--- config.mk ---
export PLATFORM = sky130hd
export DESIGN_NAME = ram_port_master
export DESIGN_NICKNAME = d
export VERILOG_FILES = /design/src/rtl/ram_port_master.sv
export SDC_FILE = /design/constraint.sdc
export NUM_CORES = 1
export LEC_CHECK = 0
export CORE_UTILIZATION = 38
export DETAILED_ROUTE_END_ITERATION = 10
export GPL_TIMING_DRIVEN = 0
export PLACE_DENSITY_LB_ADDON = 0.15
export SKIP_LAST_GASP = 1
export SLEW_MARGIN = 20
export SYNTH_ARGS = -nofsm -noshare
export SYNTH_HDL_FRONTEND = slang
export SYNTH_SLANG_ARGS = --single-unit
--- constraint.sdc ---
create_clock -name clk -period 1.53 [get_ports clk]
set_input_delay 0.2295 -clock clk [delete_from_list [all_inputs] [get_ports clk]]
set_output_delay 0.2295 -clock clk [all_outputs]
set_load 0.01 [all_outputs]
--- src/rtl/ram_port_master.sv ---
// rtl/ram_port_master.sv - single-port RAM initiator (read/write/fill); write-verify enabled by RAM_MASTER_VERIFY_EN
module ram_port_master #(
    parameter int DATA_WIDTH = 4,
    parameter int ADDR_WIDTH = 6
) (
    input  logic                  clk,
    input  logic                  rst_n,
    input  logic                  req_valid,
    output logic                  req_ready,
    input  logic [1:0]            req_cmd,
    input  logic [ADDR_WIDTH-1:0] req_addr,
    input  logic [DATA_WIDTH-1:0] req_wdata,
    output logic                  rsp_valid,
    output logic [DATA_WIDTH-1:0] rsp_rdata,
    output logic [ADDR_WIDTH-1:0] rsp_addr,
    output logic                  done,
    output logic                  err,
    output logic [DATA_WIDTH-1:0] mem_data_in,
    output logic [ADDR_WIDTH-1:0] mem_addr,
    output logic                  mem_we,
    input  logic [DATA_WIDTH-1:0] mem_data_out,
    input  logic [ADDR_WIDTH-1:0] mem_addr_out
);
    localparam logic [1:0] CMD_RD   = 2'b00;
    localparam logic [1:0] CMD_WR   = 2'b01;
    localparam logic [1:0] CMD_FILL = 2'b10;
    localparam logic [ADDR_WIDTH-1:0] LAST_ADDR = '1;

    typedef enum logic [2:0] {
        IDLE,
        WR,
        RD,
        FILL
`ifdef RAM_MASTER_VERIFY_EN
        , VRFY
`endif
    } state_t;

    state_t state;

    assign req_ready = (state == IDLE);

`ifdef RAM_MASTER_VERIFY_EN
    logic err_q;
    assign err = err_q;
`else
    assign err = 1'b0;
`endif

    // The RAM samples on the falling edge, so every RAM signal is registered on the rising edge.
    always_ff @(posedge clk or negedge rst_n) begin
        if (!rst_n) begin
            state       <= IDLE;
            mem_we      <= 1'b1;
            mem_addr    <= '0;
            mem_data_in <= '0;
            rsp_valid   <= 1'b0;
            rsp_rdata   <= '0;
            rsp_addr    <= '0;
            done        <= 1'b0;
`ifdef RAM_MASTER_VERIFY_EN
            err_q       <= 1'b0;
`endif
        end else begin
            rsp_valid <= 1'b0;
            done      <= 1'b0;
            case (state)
                IDLE: begin
                    if (req_valid) begin
                        case (req_cmd)
                            CMD_RD: begin
                                mem_addr <= req_addr;
                                state    <= RD;
                            end
                            CMD_WR: begin
                                mem_addr    <= req_addr;
                                mem_data_in <= req_wdata;
                                mem_we      <= 1'b0;
                                state       <= WR;
                            end
                            CMD_FILL: begin
                                mem_addr    <= '0;
                                mem_data_in <= req_wdata;
                                mem_we      <= 1'b0;
                                state       <= FILL;
                            end
                            default: state <= IDLE;
                        endcase
                    end
                end
                WR: begin
                    mem_we <= 1'b1;
`ifdef RAM_MASTER_VERIFY_EN
                    state  <= VRFY;
`else
                    done   <= 1'b1;
                    state  <= IDLE;
`endif
                end
`ifdef RAM_MASTER_VERIFY_EN
                VRFY: begin
                    // mem_data_in still holds the written word and the RAM has re-latched mem_addr.
                    if (mem_data_out != mem_data_in) begin
                        err_q <= 1'b1;
                    end
                    done  <= 1'b1;
                    state <= IDLE;
                end
`endif
                RD: begin
                    rsp_rdata <= mem_data_out;
                    rsp_addr  <= mem_addr_out;
                    rsp_valid <= 1'b1;
                    state     <= IDLE;
                end
                FILL: begin
                    if (mem_addr == LAST_ADDR) begin
                        mem_we <= 1'b1;
                        done   <= 1'b1;
                        state  <= IDLE;
                    end else begin
                        mem_addr <= mem_addr + 1'b1;
                    end
                end
                default: begin
                    mem_we <= 1'b1;
                    state  <= IDLE;
                end
            endcase
        end
    end
endmodule

Word level (Yosys, flattened, before mapping)
Cells that the tools add are included.

Register bits after elaboration: 26. Input bits: 25. Output and inout port bits: 25.

$add $sub $neg: 1. Equal/unequal tests: 11. Multiplexer cells: 15. Bitwise logic cells: 1. Reductions and logical operators: 9.

Operators by type and width (count): $pmux 6 s2 (2); $mux 6 (2); $ne 2x2->1 const B (4); $reduce_and 4->1 (2); $add 6x1->6 const B (1); $eq 3x2->1 const B (2); $eq 6x6->1 const B (1); $mux 3 (2); $pmux 2 s3 (1); $pmux 3 s2 (1); $mux 1 (5); $reduce_or 2->1 (2); $eq 3x1->1 const B (1); $logic_not 3->1 (1); $ne 3x2->1 const B (1); $pmux 1 s3 (1); $reduce_and 3->1 (1); $eq 2x1->1 const B (1); $eq 2x2->1 const B (1); $logic_not 2->1 (1); $pmux 1 s2 (1); $reduce_and 2->1 (1); $reduce_bool 2->1 (1); $not 1->1 (1).

Depth between registers and ports, before layout
Gate-level depths: netlist of the first run.

Depth in word-level cells: 5. Depth in mapped cells: 6. Gate-level depth less buffers: 6.

Worst setup path before layout of the first run
OpenSTA, ideal clock, no wires.

Kind: flip-flop to flip-flop. Start: register mem_addr[0]. End: register mem_addr[1]. Data arrival time: 1.620 ns. Setup slack: -0.215 ns. Stages on the path, launching flop included: 6. Buffers on the path: 0. Clock period less this slack: 1.745 ns. Path through: dfrtp_1 > ha_1 > and3_1 > a31o_2 > and2_4 > mux2_4.

Longest elaborated chain between the ends: 3. Elaborated cells between the ends (all ways): 6.

RTL lines: start: declaration (line 19) `output logic [ADDR_WIDTH-1:0] mem_addr,`; start signal: assignment (line 72) `mem_addr <= req_addr;`; start signal: assignment (line 76) `mem_addr <= req_addr;`; start signal: assignment (line 122) `mem_addr <= mem_addr + 1'b1;`; $add 6x1->6 / $eq 6x6->1 (equally long branches) (line 122, 117); $mux 6 / $ne 2x2->1 (equally long branches); $pmux 6 s2 / $reduce_and 4->1 (equally long branches).

Parallel ways exist; a longest one is shown, timed or not. The select of a mux whose other input is x is not followed. A chain may end at the register's enable or synchronous reset.

Final worst setup path of the first run
Same ends and word-level chain as after synthesis.

==> results by group, run 1 <==
Cells and area
  – Fraction of layout cells with a size suffix above 1: 36.2%
  – ANT cells: 0
  – Post-Layout Cell Count: 221
  – Area growth syn-to-layout: 66.4%
  – Fill count: 244
  – Layout Nets: 208

Pwr
  – Leakage: 0.000925 uW
  – Power density over cell area: 1400 nW/um^2
  – Maximum VDD drop: 0.701 mV

Floorplanning
  – Cell Rows: 20
  – Core Box Area: 3030 sq um
  – Die ar.: 3400 sq um
  – Die Span X: 58.3 um
  – I/O pin count: 50
  – Initial Util: 39.8%
  – Die height: 58.3 um

Timing
  – F_max: 616 MHz
  – Worst setup margin: -0.0934 ns
  – Clock period minus worst slack: 1.62 ns
  – Rel. slew slack: 63.7%
  – Final Max Tran Viols: 0
  – RSZ-0062 raised after global routing: yes
  – Hold Vio Cnt, Final: 0
  – Final period utilization: 106%
  – Skew final: 0.00372 ns
  – Slew @ Worst Pin: 0.545 ns
  – Final setup viols: 3

Clock network
  – CTS tree: done
  – Latest clock arrival within the worst-skew pair: 0.31 ns
  – CTS Buffer Depth: 2
  – # clock sinks: 25
  – TritonCTS Buffers: 3
  – Clock transition at path regs: 0.13 ns
  – Max H-tree Level: 1
  – Root Buffer: clkbuf_4

Routing
  – Initial DRC Count: 32
  – Wirelength per Cell: 13.5 um
  – Antenna viol nets, final: 0
  – DRC violations left: 0
  – Via/cell ratio: 4.91
  – First-pass detailed-route iteration total: 4
  – Via count: 1085
  – Post-Route WL: 2.99 mm

Setup path
  – CP required: 1.74 ns
  – Slowest-stage cell, CP: dfrtp_2
  – Crit path kind: reg -> reg
  – Largest stage delay on the critical path: 0.46 ns
  – Nature of the critical path endpoint: flop
  – CP cell instances: ha_4 -> and3_4 -> a31o_4 -> and2_4 -> mux2_4
  – Startpoint types: flop
  – Max Fanout on Critical Path: 4
  – CP arrival: 1.83 ns

Global routing
  – Grt total ovfl: 0
  – Pin count of the biggest net entering global routing: 26
  – First-pass GRT wire length: 4.82 mm
  – Number of global-route vias before repair: 1093
  – GRT Total Usage: 19.1%
  – Initial antenna violation count: 0

Yosys
  – Mapped Nets: 133
  – Register area share after synthesis: 52.0%
  – Mux cell area share after synthesis: 14.3%
  – Post-synthesis cell area: 1200 sq um
  – Seq cells post-synth: 25
  – Syn avg cell area: 11.7 sq um
  – Top FF cell, synth: dfrtp_1
  – Synth unique cells: 34
  – Number of flops mapped to enable cells by yosys: 0
  – Dominant cell type by area after synthesis: dfrtp_1
  – Post-synthesis compound-gate area fraction: 12.3%
  – Area share of fa/ha/maj cells after synthesis: 5.19%
  – Asr flop ratio synth: 100%
  – Synth area leaders: dfrtp_1 (50%), mux2_2 (13%), ha_1 (5.2%)
  – Syn Inst Count: 103
  – Post-Synth Simple-Gate Area: 13.3%
  – Post-synth top area share: 49.8%
  – Synth Area in XOR/XNOR: 0%
  – Main combinational cell family by area after synthesis: multiplexers
  – Ys Warns: 0

Placement
  – Placed Cells incl. Taps: 195
  – Port Buffers: 48
  – GPL Wtd Cong: 0.773
  – Post-placement worst setup slack: -0.747 ns
  – Hpwl dp: 1.94 mm

Outcome
  – Failing checks: setup timing
  – Outcome: finished, violations left

Job
  – Max Cap Violations: 0

Hold path
  – HP Class: in -> async
==> synthesized netlist by cell type, drive strengths merged (5+ instances only) <==
master	count
a21oi	6
dfrtp	24
ha	5
inv	5
mux2	15
nand2	8
nand3	7
nor2	5
==> state kept, by name (all words and copies together) (netlist names) <==
signal / flops
done: 1
mem_addr: 6
mem_data_in: 4
mem_we: 1
rsp_addr: 6
rsp_rdata: 4
rsp_valid: 1
state: 2
==> where the power goes <==
group          leakage (uW)  total (uW)  switching [uW]  internal (uW)
logic              0.000616        1430             546            886
registers          0.000292        1090             156            931
clock network     0.0000177         281             184           97.8
total              0.000925        2800             886           1920
==> per-stage QoR <==
step | power (uW) | TNS [ns] | hold WS (ns) | util (%) | cell area, sq um
after detailed placement | 2330 | -4.32 | 0.251 | 58.3 | 1760
final | 2800 | -0.116 | 0.411 | 66.2 | 2000
after global placement | 2270 | -5.81 | 0.485 | 58.4 | 1770
after CTS | 2790 | -0.100 | 0.422 | 64.8 | 1960
after floorplan | 1630 | -0.0556 | -0.0661 | - | 1230
after global routing | 2980 | -0.360 | 0.428 | 66.2 | 2000
==> logic make-up (layout without fill, tap and decap cells) <==
group	count (synthesis)	in the layout
AO/OA/AOI/OAI	21	21
multiplexers	15	15
adder cells (fa/ha/maj)	5	5
flip-flops	25	25
AND/OR/NAND/NOR	29	29
other	1	1
buffers and inverters	7	81
==> placed cells by master, fill, tap and decap left out, types with 2 or more instances in the layout <==
cell,instances
clkdlybuf4s50_1,40
buf_4,21
nor2_1,5
dlygate4sd2_1,3
mux2_2,14
o21ai_0,2
dfrtp_2,6
a31oi_1,2
nand2_1,6
nand3_1,7
a21oi_1,6
ha_1,3
inv_1,5
dfrtp_1,18
dlymetal6s2s_1,3
buf_2,2
clkbuf_4,3
==> critical path: cells and delay by family, from the launching register on <==
family          cells  cell delay [ns]
fa+ha+maj           1             0.17
compound gates      1             0.23
flops               1             0.46
simple gates        2             0.37
mux                 1             0.30
==> worst paths after layout <==
path,from,endpoint,slack [ns],depth (start not counted)
setup reg to reg,mem_addr[0]$_DFFE_PN0P_,mem_addr[1]$_DFFE_PN0P_,-0.09,5
hold reg to reg,mem_data_in[0]$_DFFE_PN0P_,mem_data_in[0]$_DFFE_PN0P_,0.52,1
hold / removal,rst_n,rsp_rdata[0]$_DFFE_PN0N_,0.41,2
setup / recovery,mem_addr[0]$_DFFE_PN0P_,mem_addr[1]$_DFFE_PN0P_,-0.09,5
min in group clk,mem_data_in[0]$_DFFE_PN0P_,mem_data_in[0]$_DFFE_PN0P_,0.52,1
max in group asynchronous,rst_n,mem_addr[1]$_DFFE_PN0P_,0.72,2
==> cell type report <==
type | count | area (sq um) | area share (%)
clock buffers | 3 | 22.5 | 1.12
multi-input cells | 71 | 611 | 30.5
well taps | 44 | 55.1 | 2.75
flip-flops and latches | 25 | 634 | 31.6
plain buffers | 2 | 12.5 | 0.624
inverters | 5 | 18.8 | 0.936
clock inverters | 1 | 5.00 | 0.250
repair buffers | 70 | 646 | 32.2
==> layer usage <==
layer  up-vias  part of all wire [%]  global-route usage (%)
li1        519                     -                       -
met1       515                    39                    20.9
met2        41                    53                    34.2
met3        10                   6.0                    5.49
met4         0                   2.8                    8.50
met5         -                     0                       0
==> what timing repair did <==
| action | in CTS | in global routing |
|---|---|---|
| hold buffers | 1 | 0 |
| resized for setup | 10 | 12 |
| hold endpoints to repair | 24 | 0 |
| endpoints found under the setup margin | 14 | 14 |
| pin swaps | 6 | 4 |
| setup buffers | 20 | 1 |
(Power assumes the default switching activity.)
==> run 2: changes to the inputs <==
- CORE_MARGIN: not set -> 2
==> results by group, run 2 (same netlist as run 1, synthesis figures left out) <==
Routing
  – First-pass detailed-route iteration total: 4
  – Antenna viol nets, final: 0
  – Via/cell ratio: 4.91
  – Via count: 1089
  – Initial DRC Count: 29
  – DRC violations left: 0
  – Wirelength per Cell: 13.7 um
  – Post-Route WL: 3.05 mm

Global routing
  – Pin count of the biggest net entering global routing: 26
  – GRT Total Usage: 16.7%
  – Number of global-route vias before repair: 1060
  – First-pass GRT wire length: 4.51 mm
  – Initial antenna violation count: 0
  – Grt total ovfl: 0

Setup path
  – Crit path kind: reg -> reg
  – Max Fanout on Critical Path: 3
  – Startpoint types: flop
  – Worst setup startpoint: state[1]$_DFFE_PN0P_
  – Nature of the critical path endpoint: flop
  – CP required: 1.74 ns
  – Origin of the critical flop-to-flop path: state[1]$_DFFE_PN0P_
  – CP arrival: 1.80 ns

Clock network
  – Clock transition at path regs: 0.12 ns
  – # clock sinks: 25
  – Root Buffer: clkbuf_4
  – Latest clock arrival within the worst-skew pair: 0.31 ns
  – Max H-tree Level: 1
  – CTS Buffer Depth: 2
  – CTS tree: done
  – TritonCTS Buffers: 3

Cells and area
  – Fill count: 250
  – Biggest registers after layout: mem_addr: 6 flops, rsp_addr: 6 flops
  – Fraction of layout cells with a size suffix above 1: 35.4%
  – ANT cells: 0
  – Layout Nets: 209
  – Commonest non-fill, non-tap cell in the layout: clkdlybuf4s50_1
  – Finished Core Util: 66.7%
  – Most frequent cells in the layout: clkdlybuf4s50_1 (41), buf_4 (19), dfrtp_1 (18), mux2_2 (14), nand3_1 (7)
  – Area growth syn-to-layout: 67.7%

Hold path
  – HP Start: req_cmd[0]
  – HP Class: in -> reg

Timing
  – Worst setup margin: -0.0600 ns
  – RSZ-0062 raised after global routing: yes
  – Rel. slew slack: 63.2%
  – Final Max Tran Viols: 0
  – Skew final: 0.00278 ns
  – Slew @ Worst Pin: 0.552 ns
  – Clock period minus worst slack: 1.59 ns
  – F_max: 629 MHz
  – Final setup viols: 4
  – Fin Setup TNS: -0.169 ns
  – Hold Vio Cnt, Final: 0
  – Final period utilization: 104%

Floorplanning
  – I/O pin count: 50
  – Initial Util: 39.8%
  – Die Span X: 60.3 um
  – Core Box Area: 3030 sq um
  – Cell Rows: 20
  – Die height: 60.3 um
  – Die ar.: 3640 sq um

Outcome
  – Outcome: finished, violations left
  – Failing checks: setup timing

Placement
  – Post-placement worst setup slack: -0.716 ns
  – GPL Wtd Cong: 0.760
  – Port Buffers: 48
  – Hpwl dp: 1.95 mm

Pwr
  – Power density over cell area: 1380 nW/um^2
  – Overall Power: 2800 uW
  – Leakage: 0.000918 uW
  – Maximum VDD drop: 0.646 mV

Job
  – Max Cap Violations: 0
[run 2: path summary, 6_finish.rpt]
check	end	slack (ns)	cells past startpoint
max	mem_addr[0]$_DFFE_PN0P_	-0.06	6
min reg2reg	mem_we$_DFFE_PN1P_	0.52	1
min in group asynchronous	mem_addr[3]$_DFFE_PN0P_	0.42	2
min	state[1]$_DFFE_PN0P_	0.41	5
max reg2reg	mem_addr[0]$_DFFE_PN0P_	-0.06	6
max in group asynchronous	mem_addr[1]$_DFFE_PN0P_	0.71	2
[run 2: worst max-delay path, stage by stage (launching register included)]
cell and delay [ns]:
dfrtp_2 0.44, buf_6 0.13, nor3b_4 0.31, buf_4 0.19
nor2b_4 0.13, nor3_1 0.05, a221oi_1 0.23
[run 2: cell type report]
cell class / instances / area, sq um / area share [%]
repair buffers: 71 / 671 / 33.2
flip-flops and latches: 25 / 634 / 31.4
multi-input cells: 71 / 601 / 29.7
well taps: 44 / 55.1 / 2.72
clock buffers: 4 / 26.3 / 1.30
inverters: 5 / 18.8 / 0.929
plain buffers: 2 / 15.0 / 0.743
[run 2: what timing repair did]
action / CTS / global route
buffers inserted: 18 / 4
pin swaps: 5 / 9
gates resized for setup: 12 / 11
hold buffers: 1 / 0
hold endpoints to repair: 24 / 0
setup endpoints to repair: 13 / 21
[run 2: power breakdown]
group          total [uW]  internal, uW  switching, uW
logic                1420           891            530
clock network         286           102            184
registers            1090           931            158
total                2800          1920            872
[run 2: metal layers]
metal / GRT usage [%] / vias up / routed length, um
met5: 0 / - / 0
met4: 6.67 / 0 / 14
met3: 2.81 / 2 / 145
met2: 29.3 / 35 / 1630
met1: 20.3 / 531 / 1260
li1: - / 521 / -
[run 2: metrics by stage]
step | hold WS, ns | std cells | area (sq um)
after floorplan | -0.0661 | 103 | 1230
after global placement | 0.485 | 195 | 1770
after detailed placement | 0.248 | 195 | 1760
after CTS | 0.433 | 218 | 1970
after global routing | 0.416 | 222 | 2020
final | 0.408 | 222 | 2020
==> run 3: changes to the inputs <==
- CORE_MARGIN: 2 -> not set
- CORE_UTILIZATION: 38 -> 42
- clock period: 1.53 -> 1.6 ns (I/O delays scaled with it)
==> results by group, run 3 (same netlist as run 1, synthesis figures left out) <==
Timing
  – Hold Vio Cnt, Final: 0
  – Slew @ Worst Pin: 0.536 ns
  – Final setup viols: 1
  – Final period utilization: 102%
  – F_max: 611 MHz
  – Clock period minus worst slack: 1.64 ns
  – RSZ-0062 raised after global routing: yes
  – Worst setup margin: -0.0363 ns
  – Rel. slew slack: 64.3%
  – Final Max Tran Viols: 0
  – Skew final: 0.00600 ns

Placement
  – Placed Cells incl. Taps: 182
  – GPL Wtd Cong: 0.749
  – Hpwl dp: 1.88 mm
  – Port Buffers: 48

Setup path
  – Reg2reg end: mem_addr[1]$_DFFE_PN0P_
  – CP arrival: 1.86 ns
  – Max Fanout on Critical Path: 5
  – Origin of the critical flop-to-flop path: mem_addr[1]$_DFFE_PN0P_
  – Nature of the critical path endpoint: flop
  – Startpoint types: flop
  – CP required: 1.82 ns
  – Reg2Reg Depth: 5
  – Crit path kind: reg -> reg
  – Internal reg-to-reg setup slack: -0.04 ns

Floorplanning
  – Die Span X: 55.6 um
  – Initial Util: 44.1%
  – Cell Rows: 19
  – Die ar.: 3090 sq um
  – Core Box Area: 2730 sq um
  – Die height: 55.6 um
  – I/O pin count: 50

Cells and area
  – ANT cells: 0
  – Area growth syn-to-layout: 54.3%
  – Most frequent cells in the layout: clkdlybuf4s50_1 (45), dfrtp_1 (16), mux2_2 (14), buf_4 (9), dfrtp_2 (8)
  – Biggest registers after layout: mem_addr: 6 flops, rsp_addr: 6 flops
  – Fraction of layout cells with a size suffix above 1: 28.0%
  – Layout Nets: 195
  – Commonest non-fill, non-tap cell in the layout: clkdlybuf4s50_1
  – Post-Layout Cell Count: 195
  – Fill count: 207

Routing
  – Wirelength per Cell: 13.9 um
  – Via/cell ratio: 5.33
  – Antenna viol nets, final: 0
  – DRC violations left: 0
  – Via count: 1039
  – Initial DRC Count: 30
  – First-pass detailed-route iteration total: 5
  – Post-Route WL: 2.71 mm

Global routing
  – First-pass GRT wire length: 4.61 mm
  – Initial antenna violation count: 0
  – Pin count of the biggest net entering global routing: 26
  – Grt total ovfl: 0
  – Number of global-route vias before repair: 1063
  – GRT Total Usage: 18.8%

Pwr
  – Leakage: 0.000814 uW
  – Maximum VDD drop: 0.848 mV
  – Overall Power: 2530 uW
  – Power density over cell area: 1360 nW/um^2

Hold path
  – HP Class: in -> async

Clock network
  – Latest clock arrival within the worst-skew pair: 0.32 ns
  – Max H-tree Level: 1
  – CTS Buffer Depth: 2
  – CTS tree: done
  – Root Buffer: clkbuf_4
  – Clock transition at path regs: 0.14 ns
  – # clock sinks: 25
  – TritonCTS Buffers: 3

Outcome
  – Failing checks: setup timing
  – Outcome: finished, violations left

Job
  – Max Cap Violations: 0
==> run 3: worst max path at each step <==
| stage | start | endpoint | slack, ns | depth (start not counted) |
|---|---|---|---|---|
| after floorplan | mem_addr[0]$_DFFE_PN0P_ | mem_addr[1]$_DFFE_PN0P_ | 0.009 | 5 |
| after global placement | req_cmd[0] | mem_addr[1]$_DFFE_PN0P_ | -0.64 | 6 |
| after detailed placement | req_cmd[0] | mem_addr[1]$_DFFE_PN0P_ | -0.68 | 6 |
| after CTS | mem_addr[1]$_DFFE_PN0P_ | mem_addr[1]$_DFFE_PN0P_ | -0.03 | 5 |
| after global routing | mem_addr[1]$_DFFE_PN0P_ | mem_addr[1]$_DFFE_PN0P_ | -0.07 | 5 |
| final | mem_addr[1]$_DFFE_PN0P_ | mem_addr[1]$_DFFE_PN0P_ | -0.04 | 5 |
==> run 3: stage by stage <==
step | hold WS [ns] | cell area (sq um) | setup WS (ns) | TNS (ns) | util [%]
floorplan | -0.0556 | 1230 | 0.00905 | 0 | -
global placement | 0.485 | 1750 | -0.641 | -3.20 | 64.1
detailed placement | 0.494 | 1750 | -0.682 | -4.54 | 64.1
CTS | 0.520 | 1840 | -0.0321 | -0.0321 | 67.5
global route | 0.482 | 1860 | -0.0736 | -0.160 | 68.0
finish | 0.435 | 1860 | -0.0363 | -0.0363 | 68.0
==> run 3: area by class of cell <==
type / count / area [sq um] / area share (%)
well taps: 31 / 38.8 / 2.09
plain buffers: 2 / 12.5 / 0.673
multi-input cells: 71 / 582 / 31.3
repair buffers: 57 / 543 / 29.2
flip-flops and latches: 25 / 637 / 34.3
inverters: 5 / 18.8 / 1.01
clock buffers: 3 / 22.5 / 1.21
clock inverters: 1 / 5.00 / 0.269
==> run 3: report_power, final <==
group	switching (uW)	total, uW	internal (uW)
combinational	415	1150	738
sequential	198	1090	895
clock	188	281	93.5
==> run 3: metal layers <==
metal / up-vias / global-route usage (%) / routed length (um)
met5: - / 0 / 0
met4: 0 / 8.93 / 50
met3: 6 / 2.58 / 122
met2: 42 / 34.6 / 1410
met1: 503 / 21.2 / 1130
li1: 488 / - / -
==> run 3: worst max-delay path, cell delays in order, from the launching register on <==
cell	delay [ns]
dfrtp_2	0.48
ha_4	0.18
and3_4	0.20
a31o_4	0.24
and2_4	0.15
mux2_4	0.29
==> run 3: what timing repair did <==
item	4_1_cts	5_1_grt
gates resized for setup	7	3
setup endpoints to repair	9	12
hold buffers	0	1
pin swaps	3	3
buffers inserted	7	3
endpoints found under the hold margin	0	24
==> patch: new RTL, config.mk and constraints of run 1 <==
Re-encode `state_t` (4 states) as one-hot, 4 bits wide.
--- a/src/rtl/ram_port_master.sv
+++ b/src/rtl/ram_port_master.sv
@@ -26,11 +26,11 @@
     localparam logic [1:0] CMD_FILL = 2'b10;
     localparam logic [ADDR_WIDTH-1:0] LAST_ADDR = '1;
 
-    typedef enum logic [2:0] {
-        IDLE,
-        WR,
-        RD,
-        FILL
+    typedef enum logic [3:0] {
+        IDLE = 4'b0001,
+        WR   = 4'b0010,
+        RD   = 4'b0100,
+        FILL = 4'b1000
 `ifdef RAM_MASTER_VERIFY_EN
         , VRFY
 `endif
Check against the original RTL: no difference found for any inputs over 10 cycles, from zero or initial values and one cycle with rst_n low; not proved beyond that.
==> patch against run 1 <==
  * Sequential cell count is 2 higher
  * Count of clock-buffer cells in the layout is 1 higher
  * Synthesized area is 7.9% higher
  * Worst setup slack worse by 0.24 ns
  * Routed wire length is 14% higher
  * Critical path depth is 1 higher
  * Total power is 6.5% lower
  * Design area is 8.2% higher
  * The flow still finishes with violations (negative setup slack)
==> patch: results (changes against run 1) <==
metric;value;unit;change
1st-pass router iterations;4;;unchanged
worst-case setup slack after placement;-0.5627;ns;+0.1844 ns
maximum number of pins on one net before global-route repair;28;;+7.7%
worst setup path endpoint;mem_addr[0]$_DFFE_PN0P_;;
post-synthesis sequential area ratio;52.17;%;+0.14 points
Async SR Flop Fraction;100.0;%;unchanged
largest buffer count on any clock path;2;;unchanged
headroom to the max-slew limit;60.50;%;-3.1 points
met1 Resource Use GR;22.93;%;+2.0 points
number of warnings reported in the yosys synthesis log;0;;unchanged
final worst clock skew;0.002558;ns;-0.001163 ns
final cell count without fillers;228;;+3.2%
amount of wire on met3 after detailed routing;167;um;-6.7%
IO Port Bufs;48;;unchanged
WL met2;1.784;mm;+14%
hold crit path type;in -> async;;
ANT nets after route;0;;unchanged
global-route wire length before repair;5.181;mm;+7.4%
final critical-path setup slack;-0.3356;ns;-0.2422 ns
number of levels the H-tree was split into;1;;unchanged
uppermost signal routing layer after detailed routing;met4;;
Largest regs;mem_addr x6, rsp_addr x6;;
placer's final routability congestion estimate;0.7954;;+2.9%
Critical-path top delay cell;sky130_fd_sc_hd__dfstp_2;;
met2 routing resource usage after global routing;33.91;%;-0.25 points
worst-skew pair later-pin latency;0.33;ns;+0.02 ns
maximum fanout count along the critical path;5;;+1
CTS clock-pin slew for the worst setup and hold paths;0.14;ns;
antenna fix cells;0;;unchanged
result of the run;complete, but fails checks;;
WL met1;1.412;mm;+22%
total leakage power;1.003;nW;+8.4%
cell family with the largest share of critical-path delay;simple AND/OR/NAND/NOR gates;;
fraction of met3 tracks used by global routing;4.904;%;-0.59 points
number of nets in the layout;215;;+3.4%
hpwl dp;2.091;mm;+7.6%
final setup violating endpoints;21;;+18
drt total wl;3.397;mm;+14%
violated checks;negative setup slack;;
leading cell types by total area after synthesis;sky130_fd_sc_hd__dfrtp_1, sky130_fd_sc_hd__mux2_2, sky130_fd_sc_hd__ha_1;;
GRT Total Usage;19.41;%;+0.33 points
arrival time of data at the critical path endpoint;2.14;ns;+0.31 ns
summed negative setup slack over all endpoints;-4.098;ns;-3.982 ns
total nets after synthesis;137;;+3.0%
share of layout cells above drive strength 1;39.67;%;+3.5 points
Net Sw Frac;31.29;%;-0.34 points
count of filler cells inserted in the layout;247;;+1.2%
CP startpoint kind;flip-flop;;
number of instances in the placed design;199;;+2.1%
launch instance of the worst register-to-register path;state[0]$_DFFE_PN1P_;;
Placed Area;1844;um2;+4.5%
average cell area after synthesis;12.15;um2;+3.9%
Synth cell types;32;;-5.9%
Starting DRT DRC Count;37;;+16%
commonest cells in the netlist;sky130_fd_sc_hd__dfrtp_1, sky130_fd_sc_hd__mux2_2, sky130_fd_sc_hd__a21oi_1;;
root cell of the clock tree;sky130_fd_sc_hd__clkbuf_4;;
CP max stage delay;0.61;ns;+0.15 ns
Via Count;1168;;+7.6%
worst vdd ir;657.6;uV;-6.2%
==> patch: repair_timing <==
item,CTS,global route
hold buffers,1,0
endpoints found under the setup margin,29,30
setup buffers,19,7
endpoints found under the hold margin,25,0
pin swaps,5,7
resized for setup,19,23
==> patch: power by group through the flow <==
| stage | sequential (mW) | combinational (mW) | clock [mW] |
|---|---|---|---|
| after global routing | 1.10 | 1.32 | 0.345 |
| after detailed placement | 1.12 | 0.963 | 0 |
| after floorplan | 1.19 | 0.306 | 0 |
| final | 1.08 | 1.23 | 0.308 |
| after global placement | 1.10 | 0.945 | 0 |
| after CTS | 1.09 | 1.14 | 0.324 |
==> patch: logic make-up after synthesis <==
logic type	share of synthesized area [%]
flip-flops	52.17
other	0.2885
buffers and inverters	3.946
AND/OR/NAND/NOR	13.09
AO/OA/AOI/OAI	12.70
adder cells (fa/ha/maj)	4.812
multiplexers	12.99
==> patch: worst min-delay path by stage <==
stage / start / endpoint / slack [ns] / cells past startpoint
detailed placement: rst_n / rsp_valid$_DFF_PN0_ / 0.27 / 1
global placement: rsp_addr[0]$_DFFE_PN0P_ / rsp_addr[0]$_DFFE_PN0P_ / 0.49 / 1
global route: rst_n / rsp_valid$_DFF_PN0_ / 0.47 / 2
CTS: rst_n / rsp_valid$_DFF_PN0_ / 0.44 / 2
finish: rst_n / rsp_valid$_DFF_PN0_ / 0.42 / 2
floorplan: rst_n / done$_DFF_PN0_ / -0.07 / 0
==> patch: layout make-up <==
class | count | area [um2] | share of cell area (%)
timing repair buffer | 75 | 694.4 | 32.01
multi-input combinational | 70 | 665.6 | 30.68
sequential | 27 | 683.2 | 31.49
clock buffer | 4 | 26.28 | 1.211
inverter | 5 | 18.77 | 0.8651
tap | 44 | 55.05 | 2.537
buffer | 3 | 26.28 | 1.211
